--- src/rtl/multiword_adder_seq_pkg.sv ---
// rtl/multiword_adder_seq_pkg.sv - shared constants for the sequential multi-byte adder
package multiword_adder_seq_pkg;

  // Datapath slice width handled per clock
  localparam int BYTE_W = 8;

  // FSM state encoding
  localparam logic [1:0] ST_IDLE = 2'd0;
  localparam logic [1:0] ST_ADD  = 2'd1;
  localparam logic [1:0] ST_DONE = 2'd2;

endpackage

--- src/rtl/hybrid.sv ---
// rtl/hybrid.sv - 8-bit adder: ripple low nibble, carry-select high nibble
module hybrid
  import multiword_adder_seq_pkg::*;
(
  input  logic [BYTE_W-1:0] a,
  input  logic [BYTE_W-1:0] b,
  input  logic              c_in,
  output logic [BYTE_W-1:0] sum,
  output logic              c_out
);

  logic [4:0] lo;
  logic [4:0] hi_c0;
  logic [4:0] hi_c1;

  // Low nibble resolves the carry that selects between the two precomputed high nibbles
  always_comb begin
    lo    = {1'b0, a[3:0]} + {1'b0, b[3:0]} + {4'b0000, c_in};
    hi_c0 = {1'b0, a[7:4]} + {1'b0, b[7:4]};
    hi_c1 = {1'b0, a[7:4]} + {1'b0, b[7:4]} + 5'd1;
    sum   = lo[4] ? {hi_c1[3:0], lo[3:0]} : {hi_c0[3:0], lo[3:0]};
    c_out = lo[4] ? hi_c1[4] : hi_c0[4];
  end

endmodule

--- src/rtl/multiword_adder_seq.sv ---
// rtl/multiword_adder_seq.sv - adds WORDS-byte operands one byte per clock through hybrid
module multiword_adder_seq
  import multiword_adder_seq_pkg::*;
#(
  parameter int WORDS = 4
)
(
  input  logic                  clk,
  input  logic                  rst,
  input  logic                  start,
  input  logic [BYTE_W*WORDS-1:0] a,
  input  logic [BYTE_W*WORDS-1:0] b,
  input  logic                  c_in,
  output logic                  busy,
  output logic                  done,
  output logic [BYTE_W*WORDS-1:0] sum,
  output logic                  c_out,
  output logic                  zero
);

  localparam int W     = BYTE_W * WORDS;
  localparam int IDX_W = $clog2(WORDS);
  localparam logic [IDX_W-1:0] LAST_IDX = IDX_W'(WORDS - 1);

  logic [1:0]       state_q, state_d;
  logic [IDX_W-1:0] idx_q, idx_d;
  logic             carry_q, carry_d;
  logic [W-1:0]     opa_q, opa_d;
  logic [W-1:0]     opb_q, opb_d;
  logic [W-1:0]     res_q, res_d;
  logic [W-1:0]     sum_q, sum_d;
  logic             c_out_q, c_out_d;
  logic             zero_q, zero_d;

  logic [BYTE_W-1:0] h_sum;
  logic              h_cout;
  logic [W-1:0]      res_shift;

  hybrid u_hybrid (
    .a     (opa_q[BYTE_W-1:0]),
    .b     (opb_q[BYTE_W-1:0]),
    .c_in  (carry_q),
    .sum   (h_sum),
    .c_out (h_cout)
  );

  // Result fills from the top so byte 0 lands at the bottom after WORDS shifts
  assign res_shift = {h_sum, res_q[W-1:BYTE_W]};

  // Next-state: accept start whenever not adding, otherwise step one byte per cycle
  always_comb begin
    state_d = state_q;
    idx_d   = idx_q;
    carry_d = carry_q;
    opa_d   = opa_q;
    opb_d   = opb_q;
    res_d   = res_q;
    sum_d   = sum_q;
    c_out_d = c_out_q;
    zero_d  = zero_q;
    case (state_q)
      ST_ADD: begin
        opa_d   = opa_q >> BYTE_W;
        opb_d   = opb_q >> BYTE_W;
        res_d   = res_shift;
        carry_d = h_cout;
        if (idx_q == LAST_IDX) begin
          state_d = ST_DONE;
          sum_d   = res_shift;
          c_out_d = h_cout;
          zero_d  = (res_shift == '0);
        end else begin
          idx_d = idx_q + 1'b1;
        end
      end
      default: begin
        if (start) begin
          state_d = ST_ADD;
          opa_d   = a;
          opb_d   = b;
          carry_d = c_in;
          idx_d   = '0;
        end else begin
          state_d = ST_IDLE;
        end
      end
    endcase
  end

  // State and result registers; reset discards any partial result at once
  always_ff @(posedge clk or posedge rst) begin
    if (rst) begin
      state_q <= ST_IDLE;
      idx_q   <= '0;
      carry_q <= 1'b0;
      opa_q   <= '0;
      opb_q   <= '0;
      res_q   <= '0;
      sum_q   <= '0;
      c_out_q <= 1'b0;
      zero_q  <= 1'b0;
    end else begin
      state_q <= state_d;
      idx_q   <= idx_d;
      carry_q <= carry_d;
      opa_q   <= opa_d;
      opb_q   <= opb_d;
      res_q   <= res_d;
      sum_q   <= sum_d;
      c_out_q <= c_out_d;
      zero_q  <= zero_d;
    end
  end

  assign busy  = (state_q == ST_ADD);
  assign done  = (state_q == ST_DONE);
  assign sum   = sum_q;
  assign c_out = c_out_q;
  assign zero  = zero_q;

endmodule
--- config.mk ---
export PLATFORM = sky130hd
export DESIGN_NAME = multiword_adder_seq
export DESIGN_NICKNAME = d
export VERILOG_FILES = /design/src/rtl/multiword_adder_seq_pkg.sv /design/src/rtl/hybrid.sv /design/src/rtl/multiword_adder_seq.sv
export SDC_FILE = /design/constraint.sdc
export NUM_CORES = 1
export LEC_CHECK = 0
export CORE_ASPECT_RATIO = 1.25
export CORE_MARGIN = 10
export CORE_UTILIZATION = 57
export DETAILED_ROUTE_END_ITERATION = 10
export PLACE_DENSITY = 0.95
export REMOVE_ABC_BUFFERS = 1
export SYNTH_ARGS = -nofsm -noshare
export SYNTH_HDL_FRONTEND = slang
export SYNTH_HIERARCHICAL = 1
export SYNTH_SLANG_ARGS = --single-unit
--- constraint.sdc ---
create_clock -name clk -period 10.1 [get_ports clk]
set_input_delay 2.02 -clock clk [delete_from_list [all_inputs] [get_ports clk]]
set_output_delay 2.02 -clock clk [all_outputs]
set_load 0.005 [all_outputs]
======== After elaboration in Yosys (flattened, before gate mapping) ========
Index checks and enable logic that the tools add are counted.
cells by class
  bitwise gates (word level) .............. 0
  muxes and demuxes ....................... 14
  $add $sub $neg .......................... 5
  div/mod/pow operators ................... 0
  multipliers ............................. 0
  shift operators ......................... 0
  reduce and logical (&&, ||, !) cells .... 4
  eq/ne operators ......................... 5
  $lt $le $gt $ge ......................... 0
operators by type and width
  cell                                                                      number
  32-bit two-way mux                                                        4
  32-bit zero test                                                          1
  4-bit by 4-bit adder with 5-bit output                                    2
  2-bit two-way mux                                                         5
  8-bit two-way mux                                                         1
  5-bit by 1-bit adder with 5-bit output                                    1
  5-bit by 1-bit adder with 5-bit output (second input constant)            1
  2-bit == test (second input constant)                                     2
  1-bit two-way mux                                                         4
  2-bit AND reduction                                                       2
  2-bit by 1-bit adder with 2-bit output (second input constant)            1
  2-bit by 1-bit == test with 1-bit output (second input constant)          1
  2-bit by 1-bit inequality test with 1-bit output (second input constant)  1
  2-bit inequality test (second input constant)                             1
  2-bit nonzero test                                                        1
storage, ports and cells
  RAM bits ................................ 0
  bits in read-only memories .............. 0
  memories ................................ 0
  bits in latches ......................... 0
  bits in registers ....................... 135

======== Depth between registers and ports, before layout ========
Gate-level depths: netlist of run 1.
  depth after elaboration ................. 4
  depth in mapped cells ................... 10

======== By module ========
The synthesis of run 1 kept the hierarchy.
modules (own cells, without submodules)
  module               instances  cells an instance  area each (um2)  seq. area each (um2)
  multiword_adder_seq  1          414                5482.8           3178.0
  hybrid               1          47                 381.6            0.0

======== Least setup slack after synthesis of run 1 ========
Ideal clock, no wire load.
  path type ............................... register -> output
  from .................................... reg state_q[0]
  to ...................................... out busy
  slack ................................... 7070 ps
  data required time ...................... 8080 ps
  path buffers ............................ 4
  arrival time ............................ 1010 ps
  stages on the path, launching flop included .. 6
  cell sequence ........................... dfrtp_1 > nor2b_4 > buf_6 > buf_6 > buf_6 > buf_4
on the way
  word-level cells in the longest chain between the ends .. 1
RTL lines
  item                                      line                        source
  from (decl)                               multiword_adder_seq.sv:25   logic [1:0] state_q, state_d;
  from (signal assigned)                    multiword_adder_seq.sv:103  state_q <= state_d;
  2-bit by 1-bit == test with 1-bit output  multiword_adder_seq.sv:115  assign busy = (state_q == ST_ADD);
  to (decl)                                 multiword_adder_seq.sv:14   output logic busy,
No other way between the ends.

======== Final worst setup path of run 1 ========
Ends and elaborated chain as after synthesis.

==> impl_metrics.toml, run 1 <==
[status]
status = "complete, no violations"

[grt]
grt_max_degree = 117
antenna_found_initial = 0
grt_first_pass_wirelength_um = 21560
grt_overflow = 0
grt_usage_pct = 17.82
first_global_vias = 4219

[clocking]
cts-resized-gates = 0
cts_tree = "built"
cts_inserted_buffers = 17
htree_levels = 4
clock-sinks = 127
clock_latency_ps = 410
cts.path.max_buffers = 2
post_cts_buffers = 0
clk_pin_slew_ps = 60
cts-root-buf = "clkbuf_16"
ctsHoldBuffers = 0

[synthesis]
ys_ff_latch = 127
avgSynthCellArea_um2 = 12.72
synth_top_area_share_pct = 54.19
ys_seq_area_share_pct = 54.19
syn_area_um2 = 5864
synthCells = 461
yosysTopAreaCell = "dfrtp_1"
synth_top_cells_by_area = "dfrtp_1 (54%), mux2i_1 (11%), mux2_4 (10%), o21ai_0 (4.2%), mux2_2 (3.5%)"
synth_cell_types = 32
yosys_warnings = 6

[sta]
slew_viol_final = 0
finalHoldViolations = 0
tns_ps = 0
worst_slack_ps = 5849
grt_setup_unrepaired = "false"
period_needed_ps = 4251
slew_headroom_pct = 28.04
finalSetupViolCount = 0
tightest_slew_ps = 1079
finalClockSkew_ps = 8.559
timing.fmax_ghz = 0.2352
fin_crit_sh_pct = 42.09

[worst_setup_path]
critPathSlowestCell = "nor2b_4"
crit_fanout = 26
cp.required_ps = 8080
worstSetupPathType = "register to output port"
crit_buf_inv = 1
startpoint = "state_q[0]$_DFFE_PP0P_"
crit_family = "simple AND/OR/NAND/NOR gates"
path_cells = "nor2b_4 > clkdlybuf4s50_1"
r2r-start = "opa_q[0]$_DFFE_PP0P_"
cp.arrival_ps = 2230
critPathLaunchType = "register"
slowest_delay_ps = 760
end_kind = "output port"

[route]
drt-wirelength-per-cell_um = 18.51
route.detailed.drc = 0
vias = 3805
first_pass_iters = 4
wirelength_um = 12960
viasPerCell = 5.436
final_antenna_net_count = 0
drt_iter0_markers = 168

[power]
powerDensity_nw_per_um2 = 323.5
p_leak_nw = 3.571
switching_share_pct = 32.08
ir_drop_v = 0.0001829
switchingPower_mw = 0.7778
pwr-share-seq_pct = 36.8
p_clk_share_pct = 26.5
power_frac_comb_pct = 36.7
internal-power_mw = 1.647

[layout]
synthToLayoutAreaGrowth_pct = 27.80
antenna_cells = 0
drive_gt1_share_pct = 17.34
finalNetCount = 638
nFillCells = 662

[floorplan]
io_pins = 104
core_um2 = 10050
die_area_um2 = 14770
die_w_um = 110.7
die_h_um = 133.4
rows = 41
initial_utilization_pct = 58.33

[placement]
gp_congestion = 0.7767
portBuffers = 103
dp_slack_ps = 6149
dp_hpwl_um = 8978

[worst_hold_path]
min-delay-start = "opb_q[18]$_DFFE_PP0P_"
hp-class = "register to register"

[job]
cap_violations = 0
==> sequential cells by signal, summed over array words and instances, names as in the netlist <==
signal and flops:
zero 1, idx_q 2, carry_q 1, opb_q 32, sum 32, c_out 1, res_q 24, state_q 2
opa_q 32
==> synth_stat cells <==
| master | n |
|---|---|
| nand3_1 | 2 |
| mux2_2 | 18 |
| inv_1 | 13 |
| o21ai_0 | 49 |
| xor2_2 | 1 |
| nor2b_4 | 1 |
| o21ai_1 | 2 |
| nor2b_1 | 3 |
| xnor2_1 | 4 |
| buf_4 | 4 |
| clkbuf_1 | 5 |
| nand3b_1 | 1 |
| a2111oi_2 | 1 |
| or2_1 | 1 |
| nand2_1 | 52 |
| buf_6 | 11 |
| nor2_1 | 18 |
| buf_2 | 8 |
| a21o_1 | 1 |
| ha_1 | 9 |
| a22o_1 | 1 |
| nand4_1 | 2 |
| mux2i_1 | 65 |
| xor2_1 | 2 |
| fa_1 | 3 |
| a21oi_1 | 5 |
| dfrtp_1 | 127 |
| o31ai_1 | 1 |
| and3_1 | 1 |
| a21boi_1 | 1 |
| mux2_4 | 41 |
| nor4_1 | 8 |
==> per-layer routing <==
metal	up-vias	track usage (%)	wire length (um)
li1	1798	-	-
met1	1895	19.43	5242
met2	96	31.63	6933
met3	16	5.705	536
met4	0	6.449	243
met5	-	0	0
==> power by group through the flow <==
stage          clock, mW  combinational (mW)  sequential (mW)
6_report           0.642               0.890            0.893
4_1_cts            0.650               0.902            0.892
2_1_floorplan          0               0.600            0.847
3_5_place_dp           0               0.885            0.896
5_1_grt            0.672               0.982            0.919
3_3_place_gp           0               0.833            0.874
==> cell usage in the layout (no fill, tap or decap), types with 9 or more instances in the layout <==
master / count
dfrtp_1: 127
ha_1: 9
nand2_1: 52
o21ai_0: 49
mux2i_1: 65
nor2_1: 18
mux2_2: 18
mux2_4: 41
clkbuf_16: 17
clkdlybuf4s50_1: 102
inv_1: 12
==> final timing paths <==
| kind | end | slack [ps] | cells past startpoint |
|---|---|---|---|
| setup / recovery | busy | 5850 | 2 |
| min in group asynchronous | opa_q[18]$_DFFE_PP0P_ | 2030 | 2 |
| hold / removal | opb_q[10]$_DFFE_PP0P_ | 490 | 2 |
| hold reg to reg | opb_q[10]$_DFFE_PP0P_ | 490 | 2 |
| max in group asynchronous | sum[12]$_DFFE_PP0P_ | 6670 | 3 |
| setup reg to reg | zero$_DFFE_PP0P_ | 7160 | 10 |
==> per-stage QoR <==
stage / util (%) / hold slack [ps] / std cells / area, um^2 / total power, mW
floorplan: - / 449.2 / 433 / 5652 / 1.448
global placement: 68.29 / 459.4 / 668 / 6867 / 1.706
detailed placement: 68.29 / 475.1 / 668 / 6867 / 1.781
CTS: 74.54 / 489.1 / 700 / 7495 / 2.444
global route: 74.54 / 521.2 / 700 / 7495 / 2.573
finish: 74.54 / 487.3 / 700 / 7495 / 2.425
==> logic make-up after synthesis <==
kind of cell | count (synthesis) | share of synthesized area [%]
flip-flops | 127 | 54.19
multiplexers | 124 | 25.05
adder cells (fa/ha/maj) | 12 | 2.944
AO/OA/AOI/OAI | 61 | 5.569
buffers and inverters | 41 | 4.459
AND/OR/NAND/NOR | 89 | 6.614
XOR/XNOR | 7 | 1.174
==> cell type report <==
class                   instances  area, um^2  share of cell area (%)
repair buffers                106        1051                   14.02
inverters                      13       51.30                  0.6845
clock buffers                  18       439.2                   5.860
clock inverters                14       188.9                   2.521
well taps                     129       161.4                   2.154
multi-input cells             293        2425                   32.35
flip-flops and latches        127        3178                   42.40
==> worst min-delay path, delay by kind of cell, from the launching register on <==
kind / cells / cell delay, ps
flip-flops: 1 / 340
AND/OR/NAND/NOR: 1 / 50
AO/OA/AOI/OAI: 1 / 60
(Power assumes the default switching activity.)
==> run 2, diff against run 1 <==
- CORE_UTILIZATION: 57 -> 53
- PLACE_DENSITY: 0.95 -> 0.9
- clock period: 10.1 -> 3.95 ns (I/O delays scaled with it)
==> run 2 against run 1 <==
  * Non-clock buffer count grew 2
  * Combinational power rose to 2.5 times the previous value
  * Design area increased by 0.13%
  * Register-to-register slack got worse by 6100 ps
  * Cell count grew 0.43%
  * Worst hold slack worse by 14 ps
  * Die area increased by 6.3%
  * First-iteration DRC count is 5.4% lower
  * Sequential power rose to 2.5 times the previous value
  * Clock power increased by 150%
  * Critical endpoint is now zero$_DFFE_PP0P_
  * Largest cell class unchanged
==> impl_metrics.toml, run 2 (synthesis results as in run 1) <==
[status]
status = "complete, no violations"

[grt]
grt_overflow = 0
grt_first_pass_wirelength_um = 20780
grt_max_degree = 95
antenna_found_initial = 0
grt_usage_pct = 16.61
first_global_vias = 4087

[layout]
final_common_cell = "dfrtp_1"
most-common-layout-cells = "dfrtp_1 (127), clkdlybuf4s50_1 (102), mux2i_1 (65)"
drive_gt1_share_pct = 16.99
nFillCells = 769
synthToLayoutAreaGrowth_pct = 27.97
finalNetCount = 640
antenna_cells = 0

[worst_setup_path]
cp.required_ps = 4260
path_cells = "inv_1 > fa_1 > fa_1 > nor2b_1 > o21ai_1 > nand2_1 > mux2_2 > nor4_1 > nand4_1 > o31ai_1"
critPathSlowestCell = "fa_1"
critPathLaunchType = "register"
crit_family = "adder cells"
cp.arrival_ps = 3170
slowest_delay_ps = 460
end_kind = "register"
crit_fanout = 4
crit_buf_inv = 1
worstSetupPathType = "register to register"
cpMostUsedCell = "fa_1"

[job]
cap_violations = 0

[floorplan]
initial_utilization_pct = 54.70
die_w_um = 114.1
io_pins = 104
die_area_um2 = 15700
die_h_um = 137.6
core_um2 = 10720
rows = 42

[clocking]
clk_pin_slew_ps = 50
cts-resized-gates = 0
cts-root-buf = "clkbuf_16"
cts_tree = "built"
cts.path.max_buffers = 2
htree_levels = 4
clock-sinks = 127
clock_latency_ps = 400
post_cts_buffers = 0
ctsHoldBuffers = 0
cts_inserted_buffers = 17

[route]
drt_iter0_markers = 159
route.detailed.drc = 0
viasPerCell = 5.343
wirelength_um = 12510
vias = 3756
first_pass_iters = 4
final_antenna_net_count = 0
drt-wirelength-per-cell_um = 17.80

[power]
power_mw = 6.113
powerDensity_nw_per_um2 = 814.6
p_leak_nw = 3.585
ir_drop_v = 0.0004736

[placement]
dp_hpwl_um = 8860
gp_congestion = 0.7937
portBuffers = 103

[sta]
finalClockSkew_ps = 5.346
grt_setup_unrepaired = "false"
period_needed_ps = 2863
fin_crit_sh_pct = 72.48
finalSetupViolCount = 0
slew_headroom_pct = 26.86
timing.fmax_ghz = 0.3493
slew_viol_final = 0
finalHoldViolations = 0
whs_ps = 473.4
tightest_slew_ps = 1097

[worst_hold_path]
hp-class = "register to register"
[run 2: report_power, final]
group	internal, mW	switching [mW]	total, mW
sequential	1.87	0.406	2.27
combinational	1.28	0.970	2.25
clock	1.07	0.520	1.59
total	4.22	1.90	6.11
[run 2: worst reg2reg max path: cells and delay by family, from the launching register on]
| family | cells | cell delay [ps] |
|---|---|---|
| adders and majority gates | 2 | 890 |
| and+or+nand+nor | 4 | 730 |
| muxes | 1 | 380 |
| AOI/OAI and AO/OA | 2 | 360 |
| DFF | 1 | 350 |
| buffers and inverters | 1 | 70 |
[run 2: final timing paths]
check	startpoint	end	slack, ps	cells after the start
worst max-delay path	opa_q[0]$_DFFE_PP0P_	zero$_DFFE_PP0P_	1090	10
worst min-delay path	opa_q[15]$_DFFE_PP0P_	opa_q[7]$_DFFE_PP0P_	470	2
worst max register to register	opa_q[0]$_DFFE_PP0P_	zero$_DFFE_PP0P_	1090	10
worst min register to register	opa_q[15]$_DFFE_PP0P_	opa_q[7]$_DFFE_PP0P_	470	2
max in group asynchronous	rst	opa_q[23]$_DFFE_PP0P_	2320	3
min in group asynchronous	rst	opa_q[26]$_DFFE_PP0P_	830	2
[run 2: cell type report]
cell class	count	area (um^2)	share of cell area, %
Clock buffer	24	501.7	6.686
Clock inverter	6	105.1	1.400
Inverter	13	51.30	0.6836
Multi-Input combinational cell	293	2425	32.31
Sequential cell	127	3178	42.35
Tap cell	132	165.2	2.201
Timing Repair Buffer	108	1079	14.37
[run 2: through the flow]
stage	setup TNS (ps)	worst slack (ps)	cells	cell area, um^2	util (%)
5_1_grt	0	819.9	703	7505	70.00
3_3_place_gp	0	1265	673	6898	64.34
4_1_cts	0	1076	703	7505	70.00
2_1_floorplan	-28480	-224.3	433	5652	-
3_5_place_dp	0	1096	673	6898	64.34
6_report	0	1087	703	7505	70.00
[run 2: routing by layer]
layer	track usage (%)	wire, um	vias up
li1	-	-	1794
met1	19.10	5051	1850
met2	27.76	6443	92
met3	6.092	769	20
met4	6.067	246	0
met5	0	0	-
==> run 3, diff against run 2 <==
- CORE_UTILIZATION: 53 -> 48
- PLACE_DENSITY: 0.9 -> 0.87
- clock period: 3.95 -> 2.6 ns (I/O delays scaled with it)
==> run 3 against run 2 <==
  * Die area increased by 8.7%
  * Via count increased by 0.13%
  * Clock power increased by 53%
  * Sequential share of layout area decreased by 1.0 points
  * Design area increased by 2.5%
  * Sequential power increased by 51%
  * Clock skew increased by 2.4 ps
  * Worst hold slack improved by 10 ps
  * Critical path depth decreased by 1
  * Critical path type unchanged
  * Largest cell class unchanged
  * Largest power group is now combinational logic
==> impl_metrics.toml, run 3 (synthesis results as in run 1) <==
[sta]
slew_viol_final = 0
slew_headroom_pct = 58.92
tns_ps = 0
finalClockSkew_ps = 7.734
timing.fmax_ghz = 0.3867
period_needed_ps = 2586
whs_ps = 483.7
tightest_slew_ps = 614.3
grt_setup_unrepaired = "true"
fin_crit_sh_pct = 99.45
finalSetupViolCount = 0
finalHoldViolations = 0

[job]
cap_violations = 0

[clocking]
htree_levels = 4
cts_inserted_buffers = 17
cts-root-buf = "clkbuf_16"
cts_tree = "built"
clock-sinks = 127
cts.path.max_buffers = 2
ctsHoldBuffers = 0
clock_latency_ps = 410
clk_pin_slew_ps = 50

[grt]
antenna_found_initial = 0
grt_max_degree = 141
first_global_vias = 4174
grt_first_pass_wirelength_um = 21220
grt_overflow = 0
grt_usage_pct = 15.51

[route]
vias = 3761
route.detailed.drc = 0
viasPerCell = 5.062
first_pass_iters = 4
drt_iter0_markers = 207
wirelength_um = 12990
drt-wirelength-per-cell_um = 17.48
final_antenna_net_count = 0

[status]
status = "complete, no violations"

[floorplan]
io_pins = 104
die_w_um = 118.9
core_um2 = 12050
initial_utilization_pct = 48.67
rows = 45
die_h_um = 143.6
die_area_um2 = 17070

[worst_setup_path]
slowest_delay_ps = 470
rr_worst_depth = 9
critPathLaunchType = "register"
worstReg2RegEnd = "c_out$_DFFE_PP0P_"
r2r-start = "carry_q$_DFFE_PP0P_"
cpMostUsedCell = "fa_2"
cp.required_ps = 2890
cp.arrival_ps = 2870
end_kind = "register"
crit_family = "adder cells"
critPathSlowestCell = "a2111oi_2"
r2r_setup_slack_ps = 10
worstSetupPathType = "register to register"
crit_buf_inv = 2
path_cells = "inv_2 > fa_2 > fa_2 > nor2b_1 > o21ai_1 > buf_4 > a2111oi_2 > xnor2_1 > mux2_4"
crit_fanout = 3

[layout]
most-common-layout-cells = "dfrtp_1 (127), clkdlybuf4s50_1 (102), mux2i_1 (65)"
synthToLayoutAreaGrowth_pct = 31.19
finalNetCount = 647
finalNonFillerCells = 743
antenna_cells = 0
drive_gt1_share_pct = 19.34
design_area_um2 = 7694
final_common_cell = "dfrtp_1"
fin_util_pct = 63.85

[power]
p_leak_nw = 3.632
ir_drop_v = 0.0008866
powerDensity_nw_per_um2 = 1241

[worst_hold_path]
hp-class = "register to register"
min-delay-start = "opb_q[15]$_DFFE_PP0P_"
holdPathStages = 2
whs_endpoint = "opb_q[7]$_DFFE_PP0P_"

[placement]
portBuffers = 103
dp_hpwl_um = 8968
gp_congestion = 0.8192
place_inst = 710
place_area_um2 = 7025
## run 3: cell types whose count changed in the layout (fill, tap and decap cells not counted), moves of 2 or more
cell        before  now
fa_1             3    1
clkbuf_8         5    0
clkinvlp_4       0    3
buf_12           1    5
fa_2             0    2
buf_4            5    8
## run 3: power breakdown
part	leakage, nW	internal (mW)	switching [mW]
registers	1.62	2.84	0.598
logic	1.73	2.08	1.61
clock network	0.286	1.59	0.834
total	3.63	6.51	3.04
## run 3: timing repair
action                                  in CTS  in global routing
pin swaps                                    2                  5
buffers inserted                             0                  2
endpoints found under the setup margin       2                  3
resized for setup                            3                  7
cloned                                       0                  0
## run 3: routing by layer
| layer | wire length, um | GRT usage, % |
|---|---|---|
| met1 | 5185 | 17.09 |
| met2 | 6853 | 27.21 |
| met3 | 813 | 6.005 |
| met4 | 135 | 4.507 |
| met5 | 0 | 0 |
## run 3: layout make-up
class                           count  area [um^2]
Timing Repair Buffer              115         1181
Tap cell                          164        205.2
Multi-Input combinational cell    293         2475
Fill cell                         923         4355
Sequential cell                   127         3178
Inverter                           13        51.30
Clock buffer                       20        436.7
Clock inverter                     11        166.4
## run 3: worst register-to-register path, stage by stage, from the launching register on
cell and delay [ps]:
dfrtp_1 390, inv_2 60, fa_2 390, fa_2 350
nor2b_1 110, o21ai_1 100, buf_4 170, a2111oi_2 470
xnor2_1 160, mux2_4 290
## run 3: worst max-delay path by stage
stage                               startpoint           endpoint  slack [ps]  depth (start not counted)
after global routing       carry_q$_DFFE_PP0P_   zero$_DFFE_PP0P_        -160                         11
after CTS                 opa_q[0]$_DFFE_PP0P_   zero$_DFFE_PP0P_          50                         10
after floorplan                            rst  c_out$_DFFE_PP0P_       -1300                          1
final                      carry_q$_DFFE_PP0P_  c_out$_DFFE_PP0P_          10                          9
after detailed placement  opa_q[0]$_DFFE_PP0P_   zero$_DFFE_PP0P_        -130                         10
after global placement    opa_q[0]$_DFFE_PP0P_   zero$_DFFE_PP0P_           6                         10
## run 3: stage by stage
stage / worst slack [ps] / total power [mW]
finish: 14.18 / 9.551
global route: -162.0 / 10.16
detailed placement: -128.9 / 7.020
global placement: 5.772 / 6.782
floorplan: -1304 / 5.624
CTS: 46.60 / 9.522
==> RTL edit 1, RTL diff (config.mk and constraints of run 2) <==
`opa_q`, `opb_q`, `res_q` and `sum_q` no longer have a reset.
--- a/src/rtl/multiword_adder_seq.sv
+++ b/src/rtl/multiword_adder_seq.sv
@@ -93,23 +93,22 @@
       state_q <= ST_IDLE;
       idx_q   <= '0;
       carry_q <= 1'b0;
-      opa_q   <= '0;
-      opb_q   <= '0;
-      res_q   <= '0;
-      sum_q   <= '0;
       c_out_q <= 1'b0;
       zero_q  <= 1'b0;
     end else begin
       state_q <= state_d;
       idx_q   <= idx_d;
       carry_q <= carry_d;
-      opa_q   <= opa_d;
-      opb_q   <= opb_d;
-      res_q   <= res_d;
-      sum_q   <= sum_d;
       c_out_q <= c_out_d;
       zero_q  <= zero_d;
     end
+  end
+
+  always_ff @(posedge clk) begin
+    opa_q <= opa_d;
+    opb_q <= opb_d;
+    res_q <= res_d;
+    sum_q <= sum_d;
   end
 
   assign busy  = (state_q == ST_ADD);
Function: differs if rst is asserted again (counterexample within 10 cycles, from zero or initial values and one cycle with rst high); with rst held inactive, the same outputs for 10 cycles.
==> RTL edit 1 against run 2 <==
Combinational power down 24%. Via count down 12%. Sequential cell count unchanged. Synthesized area down 14%. Global-route usage down 0.23 points. Routed wire length down 10%. Cell area down 9.1%. Critical path type unchanged. Critical path depth unchanged. Setup slack better by 12 ps. Largest power group unchanged. Total power down 1.6%. Clock power up 8%. Hold slack worse by 18 ps. First-iteration DRC count down 9.4%. Core utilization up 4.0 points.
==> RTL edit 1: results (changes against run 2) <==
[cells_and_area]
n_antenna_cell=0  ; unchanged
fin_nets=587  ; -8.3%
drive_gt1_share_pct=7.500  ; -9.5 points

[critical_path]
critPathArrivalTime_ps=3160  ; about the same
crit_path_max_incr_delay_ps=440  ; -20 ps
cp_top_family=adder cells
cp_max_fo=4  ; unchanged
slowest_stage=fa_1

[global_routing]
grt_use_total_pct=16.38  ; -0.23 points
grt_first_pass_wirelength_mm=17.55  ; -16%
grt_max_degree=93  ; -2.1%
antenna_found_initial=0  ; unchanged
grt_pass1_vias=3571  ; -13%

[clock_network]
cts.clk_slew.worst_paths_ps=60
post_cts_buffers=0  ; unchanged
insertion_delay_ps=410
cts_resized=0  ; unchanged
cts_buffers=17  ; unchanged
root_buffer=clkbuf_16
cts.path.max_buffers=2  ; unchanged
ctsHtreeMaxLevel=4  ; unchanged

[place]
place_congestion=0.8048  ; +1.4%
portBuffers=103  ; unchanged
place_area_um2=6176  ; -10%
pre_cts_ws_ps=1185  ; +88.53 ps
dp_hpwl_mm=7.386  ; -17%
placedCellCount=611  ; -9.2%

[yosys]
synth-xor-area-share_pct=1.360  ; +0.19 points
synth_area_leaders=edfxtp_1, nand2_1, dfxtp_1
syn_inst=396  ; -14%
yosys_warnings=6  ; unchanged
synth_top_cell_area_share_pct=61.71  ; +7.5 points
synth_edf_count=104  ; +104
yosysUniqueCellTypes=34  ; +6.3%
synth_compound_area_share_pct=1.879  ; -3.7 points
synthFlopType=edfxtp_1
synthMuxAreaShare_pct=3.807  ; -21 points
yosys-top-cells-count=nand2_1, edfxtp_1, nor2_1
synth-async-reset-ratio_pct=5.512  ; -94 points
synth_fa_ha_area_share_pct=3.412  ; +0.47 points
yosysSeqAreaShare_pct=71.50  ; +17 points

[detailed_routing]
via_count=3323  ; -12%
wl_mm=11.22  ; -10%
viasPerCell=5.168  ; -3.3%
first_iter_violations=144  ; -9.4%
firstDrtPassIters=4  ; unchanged

[min_path]
hold_path_class=reg -> reg

[timing]
skew_ps=7.947  ; +2.601 ps
worst_slew_pin_slew_ps=1153  ; +55.65 ps

[pwr]
vdd_ir_drop_max_uv=1064  ; +120%
leakage_nw=2.830  ; -21%

[status]
status=finished, final reports clean

[job]
maxCapViolations=0  ; unchanged

RTL edit 1: routing by layer:
metal | global-route usage, % | part of all wire [%] | vias up
met5 | 0 | 0 | -
met3 | 7.837 | 8.9 | 20
met1 | 15.11 | 36 | 1588
li1 | - | - | 1571
met4 | 6.535 | 1.9 | 0
met2 | 30.17 | 53 | 144
RTL edit 1: kinds of logic (layout without fill, tap and decap cells):
group,Yosys count,after routing
xor+xnor,7,7
simple gates,186,186
compound gates,14,14
fa+ha+maj,12,12
mux,19,19
buf+inv,31,155
flops,127,127
RTL edit 1: final timing paths:
| check | startpoint | endpoint | slack [ps] | cells after the start |
|---|---|---|---|---|
| worst max-delay path | opb_q[0] | zero | 1100 | 10 |
| worst min-delay path | res_q[13] | sum[5] | 460 | 0 |
| worst max register to register | opb_q[0] | zero | 1100 | 10 |
| worst min register to register | res_q[13] | sum[5] | 460 | 0 |
| max in group asynchronous | rst | state_q[0] | 3110 | 2 |
| min in group asynchronous | rst | carry_q | 620 | 2 |
RTL edit 1: area by class of cell:
| type | instances | area [µm²] |
|---|---|---|
| clock buffer | 18 | 429.2 |
| clock inverter | 14 | 220.2 |
| fill | 545 | 2397 |
| inverter | 16 | 62.56 |
| multi-input combinational | 238 | 1280 |
| sequential | 127 | 3618 |
| tap | 123 | 153.9 |
| timing repair buffer | 107 | 1061 |
RTL edit 1: worst register-to-register path, stage by stage, from the launching register on:
cell      delay, ps
edfxtp_1        360
inv_1            70
fa_1            440
fa_1            430
nor2b_1         150
o21ai_1         170
nand2_1         190
mux2_2          370
nor4_1          200
nand4_1         140
o31ai_1         250
RTL edit 1: report_power, final:
group	internal (mW)	switching (mW)	total (mW)	leakage (nW)
Sequential	2.33	0.250	2.58	1.28
Clock	1.17	0.545	1.72	0.320
Combinational	0.660	1.06	1.72	1.23
==> RTL edit 2, RTL diff (flow settings as in run 2) <==
Made on the original files. Change the parameter `WORDS` from 4 to 2.
--- a/src/rtl/multiword_adder_seq.sv
+++ b/src/rtl/multiword_adder_seq.sv
@@ -2,7 +2,7 @@
 module multiword_adder_seq
   import multiword_adder_seq_pkg::*;
 #(
-  parameter int WORDS = 4
+  parameter int WORDS = 2
 )
 (
   input  logic                  clk,
Ports: changed (resized a, b and sum); port bits go from 104 to 56. The function was not compared with the original's and may differ.
==> RTL edit 2 against run 2 <==
Cell area decreased by 50%. Routed wire length decreased by 54%. Sequential cell count decreased by 65. Via count decreased by 48%. Synthesized area decreased by 49%. Setup slack improved by 150 ps. Total power decreased by 48%. Largest power group is now combinational cells. Hold slack improved by 5.3 ps. Cell count decreased by 47%. Largest cell class unchanged. Fmax increased by 5.5%.
==> RTL edit 2: results (changes against run 2) <==
[timing]
skew_ps=8.761  ; +3.416 ps
worst_slew_pin_slew_ps=973.9  ; -123.2 ps

[place]
place_congestion=0.7910  ; -0.34%
dp_hpwl_mm=4.239  ; -52%
pre_cts_ws_ps=1250  ; +153.8 ps
portBuffers=55  ; -47%

[yosys]
yosysUniqueCellTypes=32  ; unchanged
yosysSeqAreaShare_pct=51.82  ; -2.4 points
yosys-top-cells-count=dfrtp_1, mux2i_1, mux2_2, nand2_1, nor2_1
synth_area_leaders=dfrtp_1, mux2i_1, mux2_2
synth_top_cell_area_share_pct=51.82  ; -2.4 points

[clock_network]
insertion_delay_ps=340  ; -60 ps
ctsHtreeMaxLevel=3  ; -1
cts.clk_slew.worst_paths_ps=70  ; +20 ps
root_buffer=clkbuf_8
cts_buffers=9  ; -8

[cells_and_area]
drive_gt1_share_pct=16.34  ; -0.65 points
n_fill_cell=403  ; -48%
fin_nets=348  ; -46%

[global_routing]
grt_use_total_pct=13.57  ; -3.0 points
antenna_found_initial=0  ; unchanged
grt_first_pass_wirelength_mm=9.818  ; -53%
grt_pass1_vias=2081  ; -49%
grt_max_degree=61  ; -36%

[critical_path]
slowest_stage=fa_1
ff2ff_path_depth=10  ; unchanged
critPathArrivalTime_ps=2970  ; -200 ps
cp_max_fo=4  ; unchanged
crit_path_max_incr_delay_ps=480  ; +20 ps

[min_path]
hold_path_class=reg -> reg
holdPathStages=2  ; unchanged

[detailed_routing]
via_count=1955  ; -48%
wire_per_inst_um=15.59  ; -12%
first_iter_violations=109  ; -31%

[status]
status=finished, final reports clean

[pwr]
vdd_ir_drop_max_uv=535.8  ; +13%
leakage_nw=1.772  ; -51%

==> RTL edit 2: area by class of cell <==
cell class	instances	area [µm²]	share of cell area (%)
tap	64	80.08	2.129
inverter	13	48.80	1.297
sequential	62	1551	41.25
multi-input combinational	158	1284	34.13
clock inverter	7	112.6	2.994
timing repair buffer	57	560.5	14.90
clock buffer	9	123.9	3.293
==> RTL edit 2: worst paths after layout <==
check,from,to,slack (ps)
max,opa_q[0],zero,1240
min,opa_q[10],opa_q[2],480
max reg2reg,opa_q[0],zero,1240
min reg2reg,opa_q[10],opa_q[2],480
max in group asynchronous,rst,sum[9],2320
min in group asynchronous,rst,opa_q[14],740
==> RTL edit 2: kinds of logic (layout without fill, tap and decap cells) <==
logic type                 Yosys count  in the layout  synth area share (%)
AOI/OAI and AO/OA                   28             28                 5.265
and+or+nand+nor                     53             53                 8.400
DFF                                 62             62                 51.82
muxes                               59             59                 21.56
xor gates and xnor gates             7              7                 2.299
buffers and inverters               26             86                 5.307
adders and majority gates           11             11                 5.349
==> RTL edit 2: power by group <==
part	switching (mW)	internal, mW
combinational	0.640	0.749
sequential	0.181	0.924
clock	0.251	0.415
total	1.07	2.09
==> RTL edit 2: routing by layer <==
layer | wire [µm] | track usage, %
met5 | 0 | 0
met4 | 78 | 6.164
met3 | 385 | 5.329
met2 | 2933 | 22.05
met1 | 2369 | 15.02
==> RTL edit 2: worst max-delay path, delay by kind of cell, from the launching register on <==
kind            cells  cell delay (ps)
flops               1              350
buf+inv             1               60
compound gates      2              280
fa+ha+maj           2              900
simple gates        4              680
mux                 1              370
==> RTL edit 2: per-stage QoR <==
step                      instance area (µm²)  cells  util (%)
after detailed placement                 3525    354     64.76
after floorplan                          2884    233         -
final                                    3761    370     69.10
after CTS                                3761    370     69.10
after global placement                   3525    354     64.76
after global routing                     3761    370     69.10
